===== src/rtl/conv55_ctrl.sv =====
// Sequencer for a 5x5 sliding-window convolver: accepts source columns, tracks
// column/stripe position and flags full-window results with their coordinates.
module conv55_ctrl #(
    parameter int IMG_W = 32,
    parameter int IMG_H = 32,
    parameter int CW    = 16
) (
    input  logic          clk,
    input  logic          rst,
    input  logic          start,
    output logic          busy,
    output logic          done,
    input  logic          col_valid,
    output logic          col_ready,
    output logic          conv_en,
    output logic [CW-1:0] src_col,
    output logic [CW-1:0] src_stripe,
    output logic          out_valid,
    input  logic          out_ready,
    output logic [CW-1:0] out_col,
    output logic [CW-1:0] out_row
);

    typedef enum logic [1:0] {S_IDLE, S_RUN, S_DRAIN} state_t;

    localparam logic [CW-1:0] LAST_COL    = CW'(IMG_W - 1);
    localparam logic [CW-1:0] LAST_STRIPE = CW'(IMG_H - 5);
    localparam logic [CW-1:0] FIRST_OUT   = CW'(4);

    state_t        r_state;
    logic [CW-1:0] r_col;
    logic [CW-1:0] r_stripe;
    logic [CW-1:0] r_out_col;
    logic [CW-1:0] r_out_row;
    logic          r_out_valid;
    logic          r_busy;
    logic          r_done;
    logic          w_hold;
    logic          w_accept;

    // A pending result that downstream has not taken freezes the window.
    assign w_hold    = r_out_valid & ~out_ready;
    assign col_ready = (r_state == S_RUN) & ~w_hold;
    assign w_accept  = col_valid & col_ready;
    assign conv_en   = w_accept;

    assign busy       = r_busy;
    assign done       = r_done;
    assign src_col    = r_col;
    assign src_stripe = r_stripe;
    assign out_valid  = r_out_valid;
    assign out_col    = r_out_col;
    assign out_row    = r_out_row;

    always_ff @(posedge clk or posedge rst) begin
        if (rst) begin
            r_state     <= S_IDLE;
            r_col       <= '0;
            r_stripe    <= '0;
            r_out_col   <= '0;
            r_out_row   <= '0;
            r_out_valid <= 1'b0;
            r_busy      <= 1'b0;
            r_done      <= 1'b0;
        end else begin
            r_done <= 1'b0;

            // A new full window replaces a consumed one without a bubble.
            if (w_accept && (r_col >= FIRST_OUT)) begin
                r_out_valid <= 1'b1;
                r_out_col   <= r_col - FIRST_OUT;
                r_out_row   <= r_stripe;
            end else if (r_out_valid && out_ready) begin
                r_out_valid <= 1'b0;
            end

            case (r_state)
                S_IDLE: begin
                    if (start) begin
                        r_state  <= S_RUN;
                        r_busy   <= 1'b1;
                        r_col    <= '0;
                        r_stripe <= '0;
                    end
                end
                S_RUN: begin
                    if (w_accept) begin
                        if (r_col == LAST_COL) begin
                            if (r_stripe == LAST_STRIPE) begin
                                r_state <= S_DRAIN;
                            end else begin
                                r_col    <= '0;
                                r_stripe <= r_stripe + 1'b1;
                            end
                        end else begin
                            r_col <= r_col + 1'b1;
                        end
                    end
                end
                S_DRAIN: begin
                    if (!r_out_valid || out_ready) begin
                        r_state <= S_IDLE;
                        r_busy  <= 1'b0;
                        r_done  <= 1'b1;
                    end
                end
                default: begin
                    r_state <= S_IDLE;
                    r_busy  <= 1'b0;
                end
            endcase
        end
    end

endmodule


===== config.mk =====
export PLATFORM = sky130hd
export DESIGN_NAME = conv55_ctrl
export DESIGN_NICKNAME = d
export VERILOG_FILES = /design/src/rtl/conv55_ctrl.sv
export SDC_FILE = /design/constraint.sdc
export NUM_CORES = 1
export LEC_CHECK = 0
export ABC_AREA = 1
export BUFFER_PORTS_ARGS = -buffer_cell sky130_fd_sc_hd__buf_2
export CORE_UTILIZATION = 30
export DETAILED_ROUTE_END_ITERATION = 6
export GPL_TIMING_DRIVEN = 0
export SLEW_MARGIN = 10
export SYNTH_ARGS = -nofsm -noshare
export SYNTH_HDL_FRONTEND = slang
export SYNTH_SLANG_ARGS = --single-unit

===== constraint.sdc =====
create_clock -name clk -period 5.01 [get_ports clk]
set_input_delay 1.503 -clock clk [delete_from_list [all_inputs] [get_ports clk]]
set_output_delay 1.503 -clock clk [all_outputs]
set_load 0.1 [all_outputs]

==> out/results.txt <==
I/O pin count -> 74
Share of layout cells above drive strength 1 -> 0.217
Worst VDD drop -> 0.000432 V
Mux cell area share after synthesis -> 0
Post-synth top area share -> 0.428
Buffers and inverters on the worst path -> 3
Syn Area/Cell -> 7.24 um^2
TritonCTS Sinks -> 69
Setup Skew -> 0.00725 ns
Worst setup SP type -> input pin
Post-synth EDFFs -> 0
N_diodes -> 0
Vias in the first global route -> 3627
Setup_tns -> 0 ns
Synth Net Count -> 568
Post_cts resized -> 0
Max Cap Viol -> 0
Stages on the worst setup path -> 6
Post-synthesis sequential area ratio -> 0.428
Nets -> 653
DRC viols -> 0
Critical Path Source -> out_ready
CP cell instances -> buf_2, nor2_1, nor2_4, nand2_2, inv_2, buf_2
Global-route congestion overflow total -> 0
Final Power -> 3190 uW
Die W -> 118 um
Largest delay share family, worst path -> simple AND/OR/NAND/NOR gates
Fin crit period -> 3.96 ns
Yosys warning count -> 0
Critical Path AT -> 2.46 ns
Adder-cell share of the synthesized area -> 0.0186
Num CTS Buffers -> 9
Logic pwr share -> 0.531
Initial antenna violation count -> 0
Yosys top cell by area -> dfrtp_1
P_int -> 1470 uW
Rows -> 41
Top cells by count, synth -> nand2_1 (210), nor2_1 (75), dfrtp_1 (69)
Worst path required time -> 3.51 ns
Reg-to-Reg End -> src_stripe[5]
Most common cell in the netlist -> nand2_1
Largest net degree at the start of global routing -> 49
Worst R2R Start -> src_col[2]
Post-synthesis simple-gate area fraction -> 0.383
Yosys reg bits -> 69
Root Driver -> clkbuf_16
1st-pass router iterations -> 4
DR WL/cell -> 13.6 um
# port buffers -> 73
Starting Density -> 0.313
Largest family of logic cells by synthesized area -> simple AND/OR/NAND/NOR gates
Synth Instances -> 557
CP Capture Type -> primary output
Post-CTS Setup Repair Bufs -> 0
Hold crit path type -> flop to flop
Setup crit end -> conv_en
DR vias/cell -> 4.55
Crit path top cell by count -> buf_2
Distinct cell type count after synthesis -> 30
Cell Count Post-Placement -> 803
Layout area overhead -> 23.5%
RSZ-0062 raised after global routing -> no
Final setup vio count -> 0
Max incr delay on CP -> 0.29 ns
Reg power frac -> 0.241
Die H -> 118 um
Clock Power Share -> 0.228
Iter 0 DRT Violations -> 206
Clk_lat worst skew -> 0.34 ns
Via count -> 3725
Sw power -> 1720 uW
Mapped Area -> 4030 um^2
Die Footprint -> 13900 um^2
FF-to-FF setup slack -> 3.07 ns
Cell count of the worst reg-to-reg path -> 13
Longest Clk Path Bufs -> 2
Clock slew at reported path FFs -> 0.06 ns
Fillers -> 1349
Final Cycle Share -> 0.790
Final cell count without fillers -> 818
Post-DP HPWL -> 8.48 mm
Hold_buf cts -> 0
Fin. Hold Viols -> 0
Max Fclk -> 253 MHz
Slowest CP cell -> nor2_1
First-pass GRT wire length -> 18.6 mm
Power Density -> 641 nW/um^2
Synth Area in Compound Gates -> 0.0612
Status -> finished clean
Synth area leaders -> dfrtp_1 (43%), nand2_1 (20%), nor2_1 (7.0%)
Synth Area in XOR/XNOR -> 0.0326
Tot GR Track Use -> 0.169
Final GP Congestion -> 0.874
Critical path type -> input pin to primary output
CTS tree -> built
Async set or reset register ratio after synthesis -> 1.00
Switching share of power -> 0.539
Pins Over Slew Limit -> 0
Prevailing post-synth register cell -> dfrtp_1
Worst-path fanout max -> 3
Drt total wl -> 11.1 mm
Slew Limit Headroom -> 0.570
H-tree depth -> 3
Worst-margin pin slew -> 0.645 ns
Leak Pwr -> 0.00271 uW
Core box area -> 12900 um^2
Final ANT Viol Nets -> 0
==> state kept, by name, summed over array words and instances (netlist names) <==
register and cells:
out_row 16, done 1, out_valid 1, src_col 16, busy 1, src_stripe 16, out_col 16, r_state 2
==> layout by cell type, fill, tap and decap left out, drive strengths merged <==
master and count:
bufinv 3, o31ai 1, dfrtp 69, nor3b 2, nor3 6, nand3 34, nand3b 1, inv 44
nor2 86, a21oi 6, nand4 6, xor2 11, o21a 1, clkinv 4, xnor2 4, clkbuf 10
buf 93, o21ai 38, ha 6, nand2 221
==> per-stage QoR <==
stage / hold WS (ns) / setup WS [ns] / instance area [um^2] / util
after floorplan: 0.503 / 0.854 / 4030 / -
after global placement: 0.466 / 0.830 / 4610 / 0.358
after detailed placement: 0.470 / 1.05 / 4640 / 0.360
after CTS: 0.489 / 1.04 / 4980 / 0.387
after global routing: 0.510 / 1.01 / 4980 / 0.387
final: 0.484 / 1.05 / 4980 / 0.387
==> worst min path at each step <==
stage / cells after the start / slack (ns) / endpoint / startpoint
after floorplan: 2 / 0.50 / r_state[0] / r_state[0]
after global placement: 2 / 0.47 / out_row[0] / out_row[0]
after detailed placement: 2 / 0.47 / out_row[2] / out_row[2]
after CTS: 2 / 0.49 / out_col[15] / out_col[15]
after global routing: 2 / 0.51 / out_col[3] / out_col[3]
final: 2 / 0.48 / out_col[14] / out_col[14]
==> power by group through the flow <==
stage	registers [uW]	clock network [uW]	logic, uW
global route	783	768	1810
CTS	769	749	1710
finish	768	728	1700
detailed placement	776	0	1710
floorplan	1530	0	621
global placement	771	0	1690
==> per-layer routing <==
metal,global-route usage,part of all wire,vias up,routed length (um)
met5,0,0,-,0
met4,0.0585,0.017,0,186
met3,0.0305,0.042,12,462
met2,0.271,0.46,87,5140
met1,0.229,0.48,1716,5320
li1,-,-,1910,-
==> logic make-up after synthesis <==
logic type / after synthesis
simple gates: 356
flops: 69
buf+inv: 65
compound gates: 46
xor+xnor: 15
fa+ha+maj: 6
==> area by class of cell <==
class                      count  area, um^2  area share
multi-input combinational    423        2000       0.401
sequential                    69        1730       0.347
timing repair buffer          74         393      0.0789
clock buffer                   9         225      0.0452
tap                          172         215      0.0432
inverter                      45         176      0.0354
buffer                        20         134      0.0269
clock inverter                 6         113      0.0226
==> tightest hold or removal path, delay by kind of cell (launching register included) <==
family | cells | cell delay [ns]
flip-flops | 1 | 0.34
AND/OR/NAND/NOR | 2 | 0.10
(Power assumes the default switching activity.)
